==> config.mk <==
export PLATFORM = sky130hd
export DESIGN_NAME = ysyx_22040088_mdu_ctrl
export DESIGN_NICKNAME = d
export VERILOG_FILES = /design/src/rtl/ysyx_22040088_mdu_ctrl_pkg.sv /design/src/rtl/ysyx_22040088_div_step.sv /design/src/rtl/ysyx_22040088_mdu_ctrl.sv
export SDC_FILE = /design/constraint.sdc
export NUM_CORES = 2
export LEC_CHECK = 0
export CORE_AREA = 2 2 293 295
export DETAILED_ROUTE_END_ITERATION = 10
export DIE_AREA = 0 0 295 297
export GPL_ROUTABILITY_DRIVEN = 1
export HOLD_SLACK_MARGIN = 0.02
export PLACE_DENSITY_LB_ADDON = 0.25
export SYNTH_ARGS = -nofsm -noshare
export SYNTH_HDL_FRONTEND = slang
export SYNTH_HIERARCHICAL = 1
export SYNTH_SLANG_ARGS = --single-unit
==> constraint.sdc <==
create_clock -name clk -period 8.7 [get_ports clk]
set_clock_uncertainty 0.05 [all_clocks]
set_input_delay 1.305 -clock clk [delete_from_list [all_inputs] [get_ports clk]]
set_output_delay 1.305 -clock clk [all_outputs]
set_load 0.01 [all_outputs]
==> src/rtl/ysyx_22040088_mdu_ctrl_pkg.sv <==
// Shared definitions for the RV64M word-op sequencer: op bit indices, FSM states,
// word width and the architectural special-case constants.
package ysyx_22040088_mdu_ctrl_pkg;

  localparam int MDU_OP_MULW  = 0;
  localparam int MDU_OP_DIVW  = 1;
  localparam int MDU_OP_REMW  = 2;
  localparam int MDU_OP_DIVUW = 3;
  localparam int MDU_OP_REMUW = 4;

  localparam int MDU_WLEN = 32;

  localparam logic [31:0] DIV0_Q    = 32'hFFFF_FFFF;
  localparam logic [31:0] INT_MIN_W = 32'h8000_0000;

  typedef enum logic [1:0] {
    S_IDLE = 2'd0,
    S_MUL  = 2'd1,
    S_DIV  = 2'd2,
    S_DONE = 2'd3
  } state_t;

endpackage

==> src/rtl/ysyx_22040088_div_step.sv <==
// One radix-2 restoring division step: shift in the next dividend bit and
// subtract the divisor when it fits.
module ysyx_22040088_div_step #(
  parameter int WLEN = 32
) (
  input  logic [WLEN:0]   rem,
  input  logic [WLEN-1:0] divisor,
  input  logic            dbit,
  output logic [WLEN:0]   rem_next,
  output logic            qbit
);

  logic [WLEN+1:0] trial;

  // One extra bit keeps the borrow visible as the sign of the trial subtraction.
  assign trial    = {rem, dbit} - {2'b00, divisor};
  assign qbit     = ~trial[WLEN+1];
  assign rem_next = qbit ? trial[WLEN:0] : {rem[WLEN-1:0], dbit};

endmodule

==> src/rtl/ysyx_22040088_mdu_ctrl.sv <==
// Multi-cycle sequencer for mulw/divw/remw/divuw/remuw with sign-extended result.
// Optional MDU_EARLY_TERM_EN skips leading zeros of the dividend before dividing.
module ysyx_22040088_mdu_ctrl
  import ysyx_22040088_mdu_ctrl_pkg::*;
#(
  parameter int XLEN = 64,
  parameter int WLEN = MDU_WLEN
) (
  input  logic            clk,
  input  logic            rst_n,
  input  logic            in_valid,
  output logic            in_ready,
  input  logic [4:0]      op,
  input  logic [XLEN-1:0] src1,
  input  logic [XLEN-1:0] src2,
  input  logic            flush,
  output logic            out_valid,
  input  logic            out_ready,
  output logic [XLEN-1:0] result,
  output logic            stall,
  output logic            illegal
);

  localparam int CW = $clog2(WLEN);

  state_t          state;
  logic [WLEN-1:0] a_q, b_q, quo_q;
  logic [WLEN:0]   rem_q;
  logic [CW-1:0]   cnt;
  logic            neg_q, neg_r, is_rem;

  logic [WLEN-1:0] a_w, b_w, a_abs, b_abs, prod;
  logic            op_signed, op_rem, accept, div_zero, ovf;
  logic [WLEN-1:0] spec_q, spec_r;
  logic            special;
  logic [WLEN:0]   rem_nx;
  logic            qbit;
  logic [WLEN-1:0] quo_nx, q_fix, r_fix;
  logic            unused_hi;

  function automatic logic [XLEN-1:0] sext_w(input logic [WLEN-1:0] w);
    return {{(XLEN-WLEN){w[WLEN-1]}}, w};
  endfunction

  assign a_w       = src1[WLEN-1:0];
  assign b_w       = src2[WLEN-1:0];
  assign unused_hi = ^{src1[XLEN-1:WLEN], src2[XLEN-1:WLEN]};

  assign in_ready  = rst_n && (state == S_IDLE);
  assign stall     = (state != S_IDLE);
  assign accept    = in_valid && in_ready && !flush && $onehot(op);

  assign op_signed = op[MDU_OP_DIVW] | op[MDU_OP_REMW];
  assign op_rem    = op[MDU_OP_REMW] | op[MDU_OP_REMUW];
  assign a_abs     = (op_signed && a_w[WLEN-1]) ? -a_w : a_w;
  assign b_abs     = (op_signed && b_w[WLEN-1]) ? -b_w : b_w;
  assign div_zero  = (b_w == '0);
  assign ovf       = op_signed && (a_w == INT_MIN_W) && (b_w == '1);

`ifdef MDU_EARLY_TERM_EN
  function automatic logic [CW-1:0] clz(input logic [WLEN-1:0] v);
    logic [CW-1:0] n;
    logic          found;
    n     = '0;
    found = 1'b0;
    for (int i = WLEN - 1; i >= 0; i--) begin
      if (!found) begin
        if (v[i]) found = 1'b1;
        else      n = n + 1'b1;
      end
    end
    return n;
  endfunction

  logic [CW-1:0] lz;
  assign lz = clz(a_abs);
`endif

  // Results that need no iteration, in priority order.
  always_comb begin
    special = 1'b1;
    spec_q  = '0;
    spec_r  = '0;
    if (div_zero) begin
      spec_q = DIV0_Q;
      spec_r = a_w;
    end else if (ovf) begin
      spec_q = INT_MIN_W;
      spec_r = '0;
`ifdef MDU_EARLY_TERM_EN
    end else if (a_w == '0) begin
      spec_q = '0;
      spec_r = '0;
`endif
    end else begin
      special = 1'b0;
    end
  end

  ysyx_22040088_div_step #(.WLEN(WLEN)) u_step (
    .rem      (rem_q),
    .divisor  (b_q),
    .dbit     (a_q[WLEN-1]),
    .rem_next (rem_nx),
    .qbit     (qbit)
  );

  assign quo_nx = {quo_q[WLEN-2:0], qbit};
  assign q_fix  = neg_q ? -quo_nx : quo_nx;
  assign r_fix  = neg_r ? -rem_nx[WLEN-1:0] : rem_nx[WLEN-1:0];
  assign prod   = a_q * b_q;

  always_ff @(posedge clk) begin
    if (!rst_n) begin
      state     <= S_IDLE;
      a_q       <= '0;
      b_q       <= '0;
      quo_q     <= '0;
      rem_q     <= '0;
      cnt       <= '0;
      neg_q     <= 1'b0;
      neg_r     <= 1'b0;
      is_rem    <= 1'b0;
      result    <= '0;
      out_valid <= 1'b0;
      illegal   <= 1'b0;
    end else begin
      illegal <= in_valid && in_ready && !flush && (op != '0) && !$onehot(op);
      if (flush) begin
        state     <= S_IDLE;
        out_valid <= 1'b0;
      end else begin
        case (state)
          S_IDLE: begin
            if (accept) begin
              if (op[MDU_OP_MULW]) begin
                a_q   <= a_w;
                b_q   <= b_w;
                state <= S_MUL;
              end else if (special) begin
                result    <= sext_w(op_rem ? spec_r : spec_q);
                out_valid <= 1'b1;
                state     <= S_DONE;
              end else begin
                b_q    <= b_abs;
                rem_q  <= '0;
                quo_q  <= '0;
                neg_q  <= op_signed && (a_w[WLEN-1] ^ b_w[WLEN-1]);
                neg_r  <= op_signed && a_w[WLEN-1];
                is_rem <= op_rem;
`ifdef MDU_EARLY_TERM_EN
                a_q    <= a_abs << lz;
                cnt    <= CW'(WLEN - 1) - lz;
`else
                a_q    <= a_abs;
                cnt    <= CW'(WLEN - 1);
`endif
                state  <= S_DIV;
              end
            end
          end
          S_MUL: begin
            result    <= sext_w(prod);
            out_valid <= 1'b1;
            state     <= S_DONE;
          end
          S_DIV: begin
            rem_q <= rem_nx;
            quo_q <= quo_nx;
            a_q   <= a_q << 1;
            cnt   <= cnt - 1'b1;
            // Last step: fold the sign fix-up straight into the result register.
            if (cnt == '0) begin
              result    <= sext_w(is_rem ? r_fix : q_fix);
              out_valid <= 1'b1;
              state     <= S_DONE;
            end
          end
          S_DONE: begin
            if (out_ready) begin
              out_valid <= 1'b0;
              state     <= S_IDLE;
            end
          end
          default: state <= S_IDLE;
        endcase
      end
    end
  end

endmodule

==> metrics.txt <==
# TYPE chip_impl_metric gauge
chip_impl_info{name="outcome",value="complete, no violations"} 1
chip_impl_info{name="critical_path.endpoint_type",value="flip-flop"} 1
chip_impl_metric{name="post-synth-top-area-fraction",unit="%"} 28.9
chip_impl_info{name="r2r_start",value="b_q[5]"} 1
chip_impl_metric{name="grt_pass1_wl",unit="µm"} 147000
chip_impl_metric{name="numClockSinks",unit=""} 172
chip_impl_metric{name="number_of_global_route_vias_before_repair",unit=""} 24500
chip_impl_metric{name="ff2ff_setup_slack",unit="ps"} 380
chip_impl_metric{name="static-leakage-power",unit="nW"} 13.4
chip_impl_metric{name="vdd_drop_max",unit="µV"} 155
chip_impl_metric{name="placeableCoreArea",unit="µm²"} 84500
chip_impl_metric{name="synth_enable_flop_cells",unit=""} 0
chip_impl_metric{name="syn-num-nets",unit=""} 4217
chip_impl_info{name="reg_to_reg_critical_path_endpoint",value="result[62]"} 1
chip_impl_metric{name="timing.hold.worst_path_depth",unit=""} 2
chip_impl_metric{name="timing_hold_violations_final",unit=""} 0
chip_impl_metric{name="synthDistinctLibCells",unit=""} 84
chip_impl_metric{name="dp_hpwl",unit="µm"} 74700
chip_impl_info{name="most-common-layout-cells",value="488 x sky130_fd_sc_hd__nand2_1, 454 x sky130_fd_sc_hd__inv_1, 411 x sky130_fd_sc_hd__fa_1"} 1
chip_impl_metric{name="asyncSetResetFlopFracSynth",unit="%"} 0
chip_impl_metric{name="routed_wirelength",unit="µm"} 93500
chip_impl_metric{name="drcViolationCount",unit=""} 0
chip_impl_metric{name="met1_usage",unit="%"} 29.2
chip_impl_metric{name="tightest_slew",unit="ps"} 1220
chip_impl_metric{name="grt_remaining_overflow",unit=""} 0
chip_impl_info{name="grt_setup_unrepaired",value="false"} 1
chip_impl_metric{name="num_io_pins",unit=""} 206
chip_impl_metric{name="detailroute.via_count",unit=""} 24000
chip_impl_metric{name="layout_worst_path_cycle_share",unit="%"} 95.6
chip_impl_metric{name="fin_util",unit="%"} 37.6
chip_impl_metric{name="data_arrival_time_of_the_critical_path",unit="ps"} 8640
chip_impl_metric{name="syn_area",unit="µm²"} 28500
chip_impl_metric{name="max-clock-path-buffers",unit=""} 2
chip_impl_metric{name="ctsHtreeMaxLevel",unit=""} 4
chip_impl_metric{name="stdcell_area",unit="µm²"} 31700
chip_impl_metric{name="avgViaCountPerCell",unit=""} 5.13
chip_impl_metric{name="die_area",unit="µm²"} 87600
chip_impl_metric{name="ff2ff_path_depth",unit=""} 21
chip_impl_metric{name="horizontal_extent_of_the_die",unit="µm"} 295
chip_impl_metric{name="routed_wire_length_per_instance",unit="µm"} 19.9
chip_impl_metric{name="route.antenna.remaining_nets",unit=""} 0
chip_impl_metric{name="gr_util_met3",unit="%"} 2.04
chip_impl_metric{name="share_of_post_route_cells_with_drive_strength_above_1",unit="%"} 5.70
chip_impl_info{name="start_kind",value="flip-flop"} 1
chip_impl_metric{name="fin_crit",unit="ps"} 8320
chip_impl_metric{name="groute.usage.overall",unit="%"} 21.7
chip_impl_metric{name="fin_nets",unit=""} 4246
chip_impl_metric{name="cts_buffer_count",unit=""} 17
chip_impl_info{name="clk_root_buffer_cell",value="sky130_fd_sc_hd__clkbuf_16"} 1
chip_impl_metric{name="number_of_endpoints_failing_setup_at_the_final_stage",unit=""} 0
chip_impl_info{name="cts_tree",value="yes"} 1
chip_impl_metric{name="globalplace.congestion",unit=""} 0.906
chip_impl_metric{name="drt-pass1-iter-count",unit=""} 8
chip_impl_metric{name="p_per_area",unit="nW/µm²"} 77.5
chip_impl_metric{name="clk_latency",unit="ps"} 460
chip_impl_info{name="timing.hold.worst.class",value="reg -> reg"} 1
chip_impl_metric{name="detailed_place.area",unit="µm²"} 31100
chip_impl_info{name="min-delay-start",value="rem_q[14]"} 1
chip_impl_metric{name="initial_core_utilization",unit="%"} 33.7
chip_impl_info{name="min_delay_worst_endpoint",value="rem_q[14]"} 1
chip_impl_info{name="final_common_cell",value="sky130_fd_sc_hd__nand2_1"} 1
chip_impl_metric{name="area_growth",unit="%"} 11.4
chip_impl_metric{name="number_of_violations_of_the_max_capacitance_limit",unit=""} 0
chip_impl_metric{name="use_met2",unit="%"} 35.9
chip_impl_metric{name="seq_area_frac_synth",unit="%"} 12.1
chip_impl_metric{name="worst_path_max_fanout",unit=""} 22
chip_impl_metric{name="clk_transition_reported_paths",unit="ps"} 80
chip_impl_metric{name="die_h",unit="µm"} 297
chip_impl_metric{name="grt_antenna_before_repair",unit=""} 6
chip_impl_metric{name="maxSlewHeadroom",unit="%"} 18.4
chip_impl_info{name="biggest_area_consumer_among_synthesized_cells",value="sky130_fd_sc_hd__fa_1"} 1
chip_impl_metric{name="row_count",unit=""} 107
chip_impl_metric{name="port_buffers",unit=""} 141
chip_impl_metric{name="filler_cell_count",unit=""} 8894
chip_impl_metric{name="finalMaxSlewViolations",unit=""} 0
chip_impl_metric{name="synth_cells",unit=""} 3499
chip_impl_info{name="top_usage_layer",value="met2"} 1
chip_impl_info{name="synthFlopType",value="sky130_fd_sc_hd__dfxtp_1"} 1
chip_impl_metric{name="post-cts-setup-buffer-count",unit=""} 0
chip_impl_metric{name="postSynthRegisterBits",unit=""} 172
chip_impl_metric{name="critPathRequiredTime",unit="ps"} 9020
chip_impl_metric{name="synth_area_per_cell",unit="µm²"} 8.14
chip_impl_metric{name="synthesis.yosys.warnings",unit=""} 6
chip_impl_info{name="synth.top_cells.by_area",value="sky130_fd_sc_hd__fa_1 29%, sky130_fd_sc_hd__dfxtp_1 12%, sky130_fd_sc_hd__ha_1 7.4%"} 1
chip_impl_metric{name="max_freq",unit="GHz"} 0.120
chip_impl_info{name="worst-setup-path-type",value="reg -> reg"} 1
chip_impl_metric{name="drtIter0Drc",unit=""} 1840
chip_impl_metric{name="total_negative_slack",unit="ps"} 0
chip_impl_metric{name="grt_max_degree",unit=""} 86
## synth_stat cells, drive strengths merged, types with 5 or more instances
master / number
o22ai: 17
fa: 411
nor3: 39
mux2i: 7
and2: 313
nor2b: 6
nand3: 86
nand2: 489
a2111oi: 7
clkbuf: 180
nor4: 15
or4: 20
o41ai: 22
a31oi: 19
a21o: 18
o21a: 12
nand2b: 23
o21ai: 167
a311oi: 6
o211ai: 24
o211a: 5
nand3b: 5
nor2: 147
nand4: 15
ha: 169
xor2: 102
or2: 5
and3: 12
o31ai: 25
dfxtp: 172
inv: 456
buf: 64
a21oi: 196
o21bai: 10
or3: 17
a211oi: 49
xnor2: 119
## power breakdown
part           switching [W]  total, W  internal (W)
sequential         0.0000327  0.000829      0.000796
combinational       0.000538  0.000846      0.000308
clock               0.000402  0.000783      0.000381
## flip-flops by register name, indices dropped and copies added (netlist names)
signal	cells
neg_q	1
cnt	5
a_q	32
illegal	1
is_rem	1
out_valid	1
b_q	32
rem_q	33
state	2
quo_q	31
neg_r	1
result	32
## critical path: stages, from the launching register on
cell	delay (ps)
sky130_fd_sc_hd__dfxtp_1	940
sky130_fd_sc_hd__and2_1	270
sky130_fd_sc_hd__fa_1	420
sky130_fd_sc_hd__fa_1	500
sky130_fd_sc_hd__fa_1	510
sky130_fd_sc_hd__inv_1	50
sky130_fd_sc_hd__fa_1	490
sky130_fd_sc_hd__inv_1	60
sky130_fd_sc_hd__fa_1	480
sky130_fd_sc_hd__fa_1	600
sky130_fd_sc_hd__fa_1	440
sky130_fd_sc_hd__fa_1	490
sky130_fd_sc_hd__ha_1	390
sky130_fd_sc_hd__a21o_1	220
sky130_fd_sc_hd__a221o_1	410
sky130_fd_sc_hd__nor3_1	170
sky130_fd_sc_hd__o211ai_1	170
sky130_fd_sc_hd__a311oi_1	420
sky130_fd_sc_hd__o21ai_0	290
sky130_fd_sc_hd__xnor2_1	420
sky130_fd_sc_hd__a2111oi_4	140
sky130_fd_sc_hd__a2111oi_2	290
## metrics by stage
stage / hold WS, ps / cells / power [W] / setup WS, ps
after global routing: 443 / 4690 / 0.00258 / 0.158
after global placement: 412 / 4653 / 0.00169 / 473
after detailed placement: 414 / 4653 / 0.00168 / 328
after CTS: 426 / 4685 / 0.00247 / 367
final: 423 / 4691 / 0.00246 / 382
after floorplan: 397 / 3499 / 0.00136 / 1450
## final cells by class
cell class                      instances  area, µm²  share of cell area [%]
Clock inverter                         15        149                   0.469
Multi-Input combinational cell       2627      22300                    70.2
Sequential cell                       172       3450                    10.9
Clock buffer                           17        425                    1.34
Timing Repair Buffer                  254       2280                    7.20
Inverter                              456       1710                    5.40
Tap cell                             1144       1430                    4.51
Antenna cell                            6       15.0                  0.0473
## repair_timing
action	in CTS	in global routing
hold buffers	0	0
resized for setup	0	1
endpoints found under the setup margin	0	1
endpoints found under the hold margin	0	0
## routing by layer
metal / up-vias / part of all wire, %
met5: - / 0
met3: 143 / 4.4
met1: 12000 / 43
met2: 626 / 48
li1: 11300 / -
met4: 0 / 4.1
## worst max-delay path by stage
| stage | cells after the start | from | endpoint |
|---|---|---|---|
| floorplan | 22 | a_q[16] | result[62] |
| global placement | 21 | b_q[5] | result[62] |
| detailed placement | 21 | b_q[5] | result[62] |
| CTS | 22 | a_q[11] | result[62] |
| global route | 21 | b_q[6] | result[62] |
| finish | 21 | b_q[5] | result[62] |
## cells by family (layout without fill, tap and decap cells)
logic type | after synthesis | in the layout | synth area share, %
xor gates and xnor gates | 222 | 222 | 6.87
muxes | 10 | 10 | 0.364
other | 0 | 6 | 0
DFF | 172 | 172 | 12.1
AOI/OAI and AO/OA | 614 | 614 | 13.9
adders and majority gates | 580 | 580 | 36.3
buffers and inverters | 700 | 742 | 9.92
and+or+nand+nor | 1201 | 1201 | 20.6
Power figures use the tool's default switching activity.
